`src/rtl/detonator_ctrl_n.sv`:
```
// Purpose : parametrised code-entry detonator controller. Each raw key has its
//           own debounce. Entered digits are checked against CODE. Failed
//           attempts are counted, and enough of them trigger a timed lockout.
// Latency : a key held high for KEY_CNT_MAX samples acts on the following edge.
// Backpressure: none; simultaneous key pulses are resolved by fixed priority,
//           and the losing pulses are dropped.
//
// Ports:
//   clk, rst                       rising-edge clock, synchronous active-high reset
//   wait_t, setup, ready, fire,
//   sure, confirm                  raw active-high keys (debounced internally)
//   A[DIGIT_W]                     digit switches, captured on an accepted confirm
//   lt / bt / rt                   armed / error(+lockout) / fire lamps
//   state[3]                       IDLE=0 ENTRY=1 ARMED=2 FIRE=3 ERROR=4 LOCKOUT=5
//   dig_cnt                        number of digits entered
//   entry                          entered digits, left-aligned, first digit in the MS slot
//   fails[4]                       failed attempts since last success/lockout/reset
//
// Build option: define DETONATOR_LOCKOUT_EN to enable fail counting and the
// LOCKOUT state. Without it, every fail goes to ERROR and fails reads 0.
module detonator_ctrl_n #(
    parameter int                          DIGITS      = 4,
    parameter int                          DIGIT_W     = 4,
    parameter logic [DIGITS*DIGIT_W-1:0]   CODE        = 16'h2580,
    parameter int                          KEY_CNT_MAX = 4,
    parameter int                          MAX_TRIES   = 3,
    parameter int                          LOCK_CYCLES = 16
) (
    input  logic                           clk,
    input  logic                           rst,
    input  logic                           wait_t,
    input  logic                           setup,
    input  logic                           ready,
    input  logic                           fire,
    input  logic                           sure,
    input  logic                           confirm,
    input  logic [DIGIT_W-1:0]             A,
    output logic                           lt,
    output logic                           bt,
    output logic                           rt,
    output logic [2:0]                     state,
    output logic [$clog2(DIGITS+1)-1:0]    dig_cnt,
    output logic [DIGITS*DIGIT_W-1:0]      entry,
    output logic [3:0]                     fails
);

    localparam int CW   = $clog2(DIGITS+1);
    localparam int KW   = $clog2(KEY_CNT_MAX+1);
    localparam int NKEY = 6;

    // Key index order doubles as priority order: lower index wins.
    localparam int K_SETUP   = 0;
    localparam int K_WAIT    = 1;
    localparam int K_FIRE    = 2;
    localparam int K_SURE    = 3;
    localparam int K_CONFIRM = 4;
    localparam int K_READY   = 5;

    localparam logic [2:0] S_IDLE    = 3'd0;
    localparam logic [2:0] S_ENTRY   = 3'd1;
    localparam logic [2:0] S_ARMED   = 3'd2;
    localparam logic [2:0] S_FIRE    = 3'd3;
    localparam logic [2:0] S_ERROR   = 3'd4;
`ifdef DETONATOR_LOCKOUT_EN
    localparam logic [2:0] S_LOCKOUT = 3'd5;
    localparam int         TW        = $clog2(LOCK_CYCLES+1);
`endif

    // ------------------------------------------------------------------
    // Debounce: one saturating counter per key. The pulse is registered on
    // the edge where the counter reaches KEY_CNT_MAX, so it is visible in the
    // following cycle and the FSM acts one edge later.
    // ------------------------------------------------------------------
    logic [NKEY-1:0] key_raw;
    logic [KW-1:0]   key_cnt_q [NKEY];
    logic [KW-1:0]   key_cnt_d [NKEY];
    logic [NKEY-1:0] key_pls_q;
    logic [NKEY-1:0] key_pls_d;

    assign key_raw = {ready, confirm, sure, fire, wait_t, setup};

    always_comb begin
        for (int i = 0; i < NKEY; i++) begin
            key_cnt_d[i] = '0;
            key_pls_d[i] = 1'b0;
            if (key_raw[i]) begin
                if (key_cnt_q[i] == KW'(KEY_CNT_MAX)) begin
                    key_cnt_d[i] = key_cnt_q[i];
                end else begin
                    key_cnt_d[i] = key_cnt_q[i] + KW'(1);
                end
                key_pls_d[i] = (key_cnt_q[i] == KW'(KEY_CNT_MAX - 1));
            end
        end
    end

    always_ff @(posedge clk) begin
        if (rst) begin
            for (int i = 0; i < NKEY; i++) begin
                key_cnt_q[i] <= '0;
            end
            key_pls_q <= '0;
        end else begin
            for (int i = 0; i < NKEY; i++) begin
                key_cnt_q[i] <= key_cnt_d[i];
            end
            key_pls_q <= key_pls_d;
        end
    end

    // Keep only the highest-priority pulse. The descending scan lets the
    // lowest set index overwrite the others.
    logic [NKEY-1:0] key_win;

    always_comb begin
        key_win = '0;
        for (int i = NKEY - 1; i >= 0; i--) begin
            if (key_pls_q[i]) begin
                key_win    = '0;
                key_win[i] = 1'b1;
            end
        end
    end

    // ------------------------------------------------------------------
    // Main FSM
    // ------------------------------------------------------------------
    logic [2:0]                  state_q, state_d;
    logic [CW-1:0]               dig_cnt_q, dig_cnt_d;
    logic [DIGITS*DIGIT_W-1:0]   entry_q, entry_d;
    logic                        do_fail;
`ifdef DETONATOR_LOCKOUT_EN
    logic [3:0]                  fails_q, fails_d;
    logic [3:0]                  fails_inc;
    logic [TW-1:0]               lock_q, lock_d;
`endif

    always_comb begin
        state_d   = state_q;
        dig_cnt_d = dig_cnt_q;
        entry_d   = entry_q;
        do_fail   = 1'b0;
`ifdef DETONATOR_LOCKOUT_EN
        fails_d   = fails_q;
        lock_d    = lock_q;
        fails_inc = fails_q + 4'd1;
`endif
        case (state_q)
            S_IDLE: begin
                if (key_win[K_READY]) begin
                    state_d   = S_ENTRY;
                    dig_cnt_d = '0;
                    entry_d   = '0;
                end
            end
            S_ENTRY: begin
                // setup is deliberately a no-op here: it wins priority and
                // swallows any simultaneous key.
                if (key_win[K_WAIT]) begin
                    state_d = S_IDLE;
                end else if (key_win[K_FIRE]) begin
                    do_fail = 1'b1;
                end else if (key_win[K_SURE]) begin
                    if (dig_cnt_q == CW'(DIGITS) && entry_q == CODE) begin
                        state_d = S_ARMED;
`ifdef DETONATOR_LOCKOUT_EN
                        fails_d = '0;
`endif
                    end else begin
                        do_fail = 1'b1;
                    end
                end else if (key_win[K_CONFIRM]) begin
                    if (dig_cnt_q < CW'(DIGITS)) begin
                        // Slot 0 is the most significant digit.
                        for (int s = 0; s < DIGITS; s++) begin
                            if (dig_cnt_q == CW'(s)) begin
                                entry_d[(DIGITS-1-s)*DIGIT_W +: DIGIT_W] = A;
                            end
                        end
                        dig_cnt_d = dig_cnt_q + CW'(1);
                    end else begin
                        do_fail = 1'b1;
                    end
                end
            end
            S_ARMED: begin
                if (key_win[K_FIRE]) begin
                    state_d = S_FIRE;
                end else if (key_win[K_WAIT]) begin
                    state_d = S_IDLE;
                end
            end
            S_FIRE: begin
                if (key_win[K_WAIT]) begin
                    state_d = S_IDLE;
                end
            end
            S_ERROR: begin
                if (key_win[K_SETUP]) begin
                    state_d = S_IDLE;
                end
            end
`ifdef DETONATOR_LOCKOUT_EN
            S_LOCKOUT: begin
                // The timer was loaded with LOCK_CYCLES on entry, so the
                // state holds for exactly LOCK_CYCLES cycles.
                if (lock_q <= TW'(1)) begin
                    state_d = S_IDLE;
                    lock_d  = '0;
                end else begin
                    lock_d  = lock_q - TW'(1);
                end
            end
`endif
            default: begin
                state_d = S_IDLE;
            end
        endcase

        if (do_fail) begin
`ifdef DETONATOR_LOCKOUT_EN
            if (fails_inc == 4'(MAX_TRIES)) begin
                state_d = S_LOCKOUT;
                lock_d  = TW'(LOCK_CYCLES);
                fails_d = '0;
            end else begin
                state_d = S_ERROR;
                fails_d = fails_inc;
            end
`else
            state_d = S_ERROR;
`endif
        end
    end

    always_ff @(posedge clk) begin
        if (rst) begin
            state_q   <= S_IDLE;
            dig_cnt_q <= '0;
            entry_q   <= '0;
`ifdef DETONATOR_LOCKOUT_EN
            fails_q   <= '0;
            lock_q    <= '0;
`endif
        end else begin
            state_q   <= state_d;
            dig_cnt_q <= dig_cnt_d;
            entry_q   <= entry_d;
`ifdef DETONATOR_LOCKOUT_EN
            fails_q   <= fails_d;
            lock_q    <= lock_d;
`endif
        end
    end

    // ------------------------------------------------------------------
    // Outputs: lamps decoded straight from the state register.
    // ------------------------------------------------------------------
    assign state   = state_q;
    assign dig_cnt = dig_cnt_q;
    assign entry   = entry_q;
    assign lt      = (state_q == S_ARMED);
    assign rt      = (state_q == S_FIRE);

`ifdef DETONATOR_LOCKOUT_EN
    assign bt      = (state_q == S_ERROR) || (state_q == S_LOCKOUT);
    assign fails   = fails_q;
`else
    assign bt      = (state_q == S_ERROR);
    assign fails   = 4'd0;

    // The try limit and lockout length are meaningless without lockout.
    logic [31:0] unused_cfg;
    assign unused_cfg = MAX_TRIES ^ LOCK_CYCLES;
`endif

endmodule

```
`config.mk`:
```
export PLATFORM = sky130hd
export DESIGN_NAME = detonator_ctrl_n
export DESIGN_NICKNAME = d
export VERILOG_FILES = /design/src/rtl/detonator_ctrl_n.sv
export SDC_FILE = /design/constraint.sdc
export NUM_CORES = 1
export LEC_CHECK = 0
export ABC_AREA = 1
export CORE_MARGIN = 2
export CORE_UTILIZATION = 35
export DETAILED_ROUTE_END_ITERATION = 16
export GPL_ROUTABILITY_DRIVEN = 0
export SETUP_SLACK_MARGIN = 0.15
export SYNTH_ARGS = -nofsm -noshare
export SYNTH_HDL_FRONTEND = slang
export SYNTH_SLANG_ARGS = --single-unit
```
`constraint.sdc`:
```
create_clock -name clk -period 4.2 [get_ports clk]
set_clock_uncertainty 0.2 [all_clocks]
set_input_delay 0.84 -clock clk [delete_from_list [all_inputs] [get_ports clk]]
set_output_delay 0.84 -clock clk [all_outputs]
set_load 0.02 [all_outputs]
```
==> results.sh <==
export IMPL_cp_start_kind="register"
export IMPL_drv_cap=0
export IMPL_synthSimpleGateAreaFrac_pct=32.7
export IMPL_final_area_um2=3060
export IMPL_synth_area_per_cell_um2=7.17
export IMPL_layout_nets=419
export IMPL_grt_antenna_before_repair=0
export IMPL_synth_top_family_by_area="simple AND/OR/NAND/NOR gates"
export IMPL_place_hpwl_um=3750
export IMPL_cts_buffer_depth=2
export IMPL_final_max_slew_viol_count=0
export IMPL_cts_reportedPaths_clkPinSlew_ns=0.08
export IMPL_p_clk_share_pct=30.6
export IMPL_root_buffer="clkbuf_8"
export IMPL_synthAdderAreaFrac_pct=11.6
export IMPL_min_from="key_cnt_q[1][0]"
export IMPL_fin_crit_ns=2.66
export IMPL_htree_levels=2
export IMPL_num_vias=2105
export IMPL_diodes=0
export IMPL_grt_pass1_wl_um=8290
export IMPL_synth_xor_area_share_pct=0
export IMPL_hold_class="reg2reg"
export IMPL_ys_ff_latch=46
export IMPL_place_inst=473
export IMPL_r2r_start="state[2]"
export IMPL_rsz0062_at_grt="false"
export IMPL_ys_flop_type="dfxtp_1"
export IMPL_via_per_inst=4.38
export IMPL_finalCritPeriodShare_pct=63.3
export IMPL_synth_most_common_cell="nand2_1"
export IMPL_cts_hold_buffers=0
export IMPL_muxShareOfSynthArea_pct=0
export IMPL_setup_tns_final_ns=0
export IMPL_power_frac_seq_pct=39.7
export IMPL_crit_type="reg2out"
export IMPL_slew_headroom_pct=49.3
export IMPL_critical_path_arrival_ns=1.62
export IMPL_ys_top_cells_by_area="dfxtp_1 37%, nand2_1 12%, ha_1 12%"
export IMPL_first_global_vias=1949
export IMPL_insertion_delay_ns=0.30
export IMPL_clock_sinks=46
export IMPL_grtUsageTotal_pct=13.6
export IMPL_internal_power_w=0.000898
export IMPL_p_comb_share_pct=29.7
export IMPL_nFillCells=735
export IMPL_cts_buffers_inserted=5
export IMPL_die_area_um2=7760
export IMPL_r2r_end="entry[15]"
export IMPL_r2r_setup_slack_ns=2.50
export IMPL_drt_pass1_iterations=4
export IMPL_synth_seq_area_share_pct=37.2
export IMPL_drt_initial_drc_count=80
export IMPL_hold_path_depth=2
export IMPL_yosysUniqueCellTypes=30
export IMPL_whs_endpoint="key_cnt_q[1][0]"
export IMPL_power_density_nw_per_um2=430
export IMPL_yosysTopAreaCellShare_pct=37.2
export IMPL_die_h_um=88.1
export IMPL_endpoint_kind="output pin"
export IMPL_worst_slew_pin_slew_ns=0.755
export IMPL_numPortBuffers=36
export IMPL_p_sw_w=0.000415
export IMPL_utilization_pct=44.7
export IMPL_synth_edff_count=0
export IMPL_core_um2=6830
export IMPL_status="completed"
export IMPL_grt_max_degree=28
export IMPL_cts_tree="built"
export IMPL_place_area_um2=2910
export IMPL_drive_above_1_share_pct=8.83
export IMPL_synth_commonest_cells="79 x nand2_1, 68 x nor2_1, 46 x dfxtp_1, 46 x inv_1, 23 x ha_1"
export IMPL_final_setup_viol_count=0
export IMPL_p_sw_share_pct=31.6
export IMPL_post_cts_setup_buffers=0
export IMPL_max_freq_ghz=0.376
export IMPL_cts_resized=0
export IMPL_synthCells=345
export IMPL_initial_core_util_pct=36.2
export IMPL_netlist_area_um2=2470
export IMPL_worst_ep_required_time_ns=3.16
export IMPL_area_growth_pct=23.6
export IMPL_async_flop_share_pct=0
export IMPL_ys_warn_count=0
export IMPL_io_pins=41
export IMPL_drc=0
export IMPL_wl_per_cell_um=9.83
export IMPL_rows=30
export IMPL_synth_compound_area_share_pct=7.69
export IMPL_routed_wl_um=4730
export IMPL_cp_max_fo=4
export IMPL_fin_cells=481
export IMPL_die_width_um=88.1
export IMPL_r2r_cells=9
export IMPL_p_leak_nw=1.31
export IMPL_overflow=0
export IMPL_yosys_area_top_type="dfxtp_1"
export IMPL_p_total_w=0.00131
export IMPL_ir_worst_vdd_mv=0.201
export IMPL_antenna_left=0
export IMPL_hold_viol=0
power groups by stage:
stage | Sequential, W | Combinational [W] | Clock, W
5_1_grt | 0.000529 | 0.000440 | 0.000432
3_3_place_gp | 0.000532 | 0.000392 | 0
3_5_place_dp | 0.000533 | 0.000394 | 0
4_1_cts | 0.000523 | 0.000396 | 0.000413
2_1_floorplan | 0.000574 | 0.000223 | 0
6_report | 0.000521 | 0.000390 | 0.000402
area by class of cell:
| type | count | area (um2) | area share (%) |
|---|---|---|---|
| inverters | 54 | 210 | 6.88 |
| flip-flops and latches | 46 | 921 | 30.1 |
| well taps | 96 | 120 | 3.93 |
| clock buffers | 6 | 82.6 | 2.70 |
| clock inverters | 2 | 60.1 | 1.96 |
| multi-input cells | 241 | 1300 | 42.6 |
| repair buffers | 36 | 360 | 11.8 |
sequential cells by signal (all words and copies together), names as in the netlist:
name and flops:
key_pls_q 6, key_cnt_q 18, entry 16, dig_cnt 3, state 3
critical path, stage by stage (launching register included):
cell and delay (ns):
dfxtp_1 0.37, inv_2 0.10, nand2_1 0.06, nor2_1 0.15, clkdlybuf4s50_1 0.63
routing by layer:
metal	GRT usage (%)	routed length, um	vias up
met5	0	0	-
met4	5.79	87	0
met3	3.30	186	7
met2	23.3	2260	31
met1	16.3	2190	932
li1	-	-	1135
worst max-delay path by stage:
stage / startpoint / to / cells past startpoint
after detailed placement: rst / key_cnt_q[2][1] / 4
after global placement: rst / key_cnt_q[1][1] / 4
after global routing: state[2] / lt / 4
after floorplan: state[2] / bt / 2
after CTS: state[2] / rt / 4
final: state[2] / lt / 4
stage by stage:
stage | worst slack (ns) | hold slack (ns)
after CTS | 1.53 | 0.292
after global placement | 1.48 | 0.269
after global routing | 1.42 | 0.313
after detailed placement | 1.40 | 0.280
after floorplan | 2.25 | 0.256
final | 1.54 | 0.289
layout by cell type, fill, tap and decap left out, drive strengths merged:
master,count
nor3,1
nand3,20
inv,51
a31oi,1
clkdlybuf4s50,36
conb,4
nand3b,2
nand2,85
a211oi,7
dfxtp,46
ha,23
nand4,2
bufinv,2
clkinv,3
a21oi,17
nor2,73
o21ai,4
clkbuf,6
or2,2
cells by family after synthesis:
logic type / count (synthesis)
simple gates: 185
fa+ha+maj: 23
compound gates: 29
other cells: 1
buf+inv: 61
flops: 46
No activity file was read; power rests on OpenSTA's default activity.
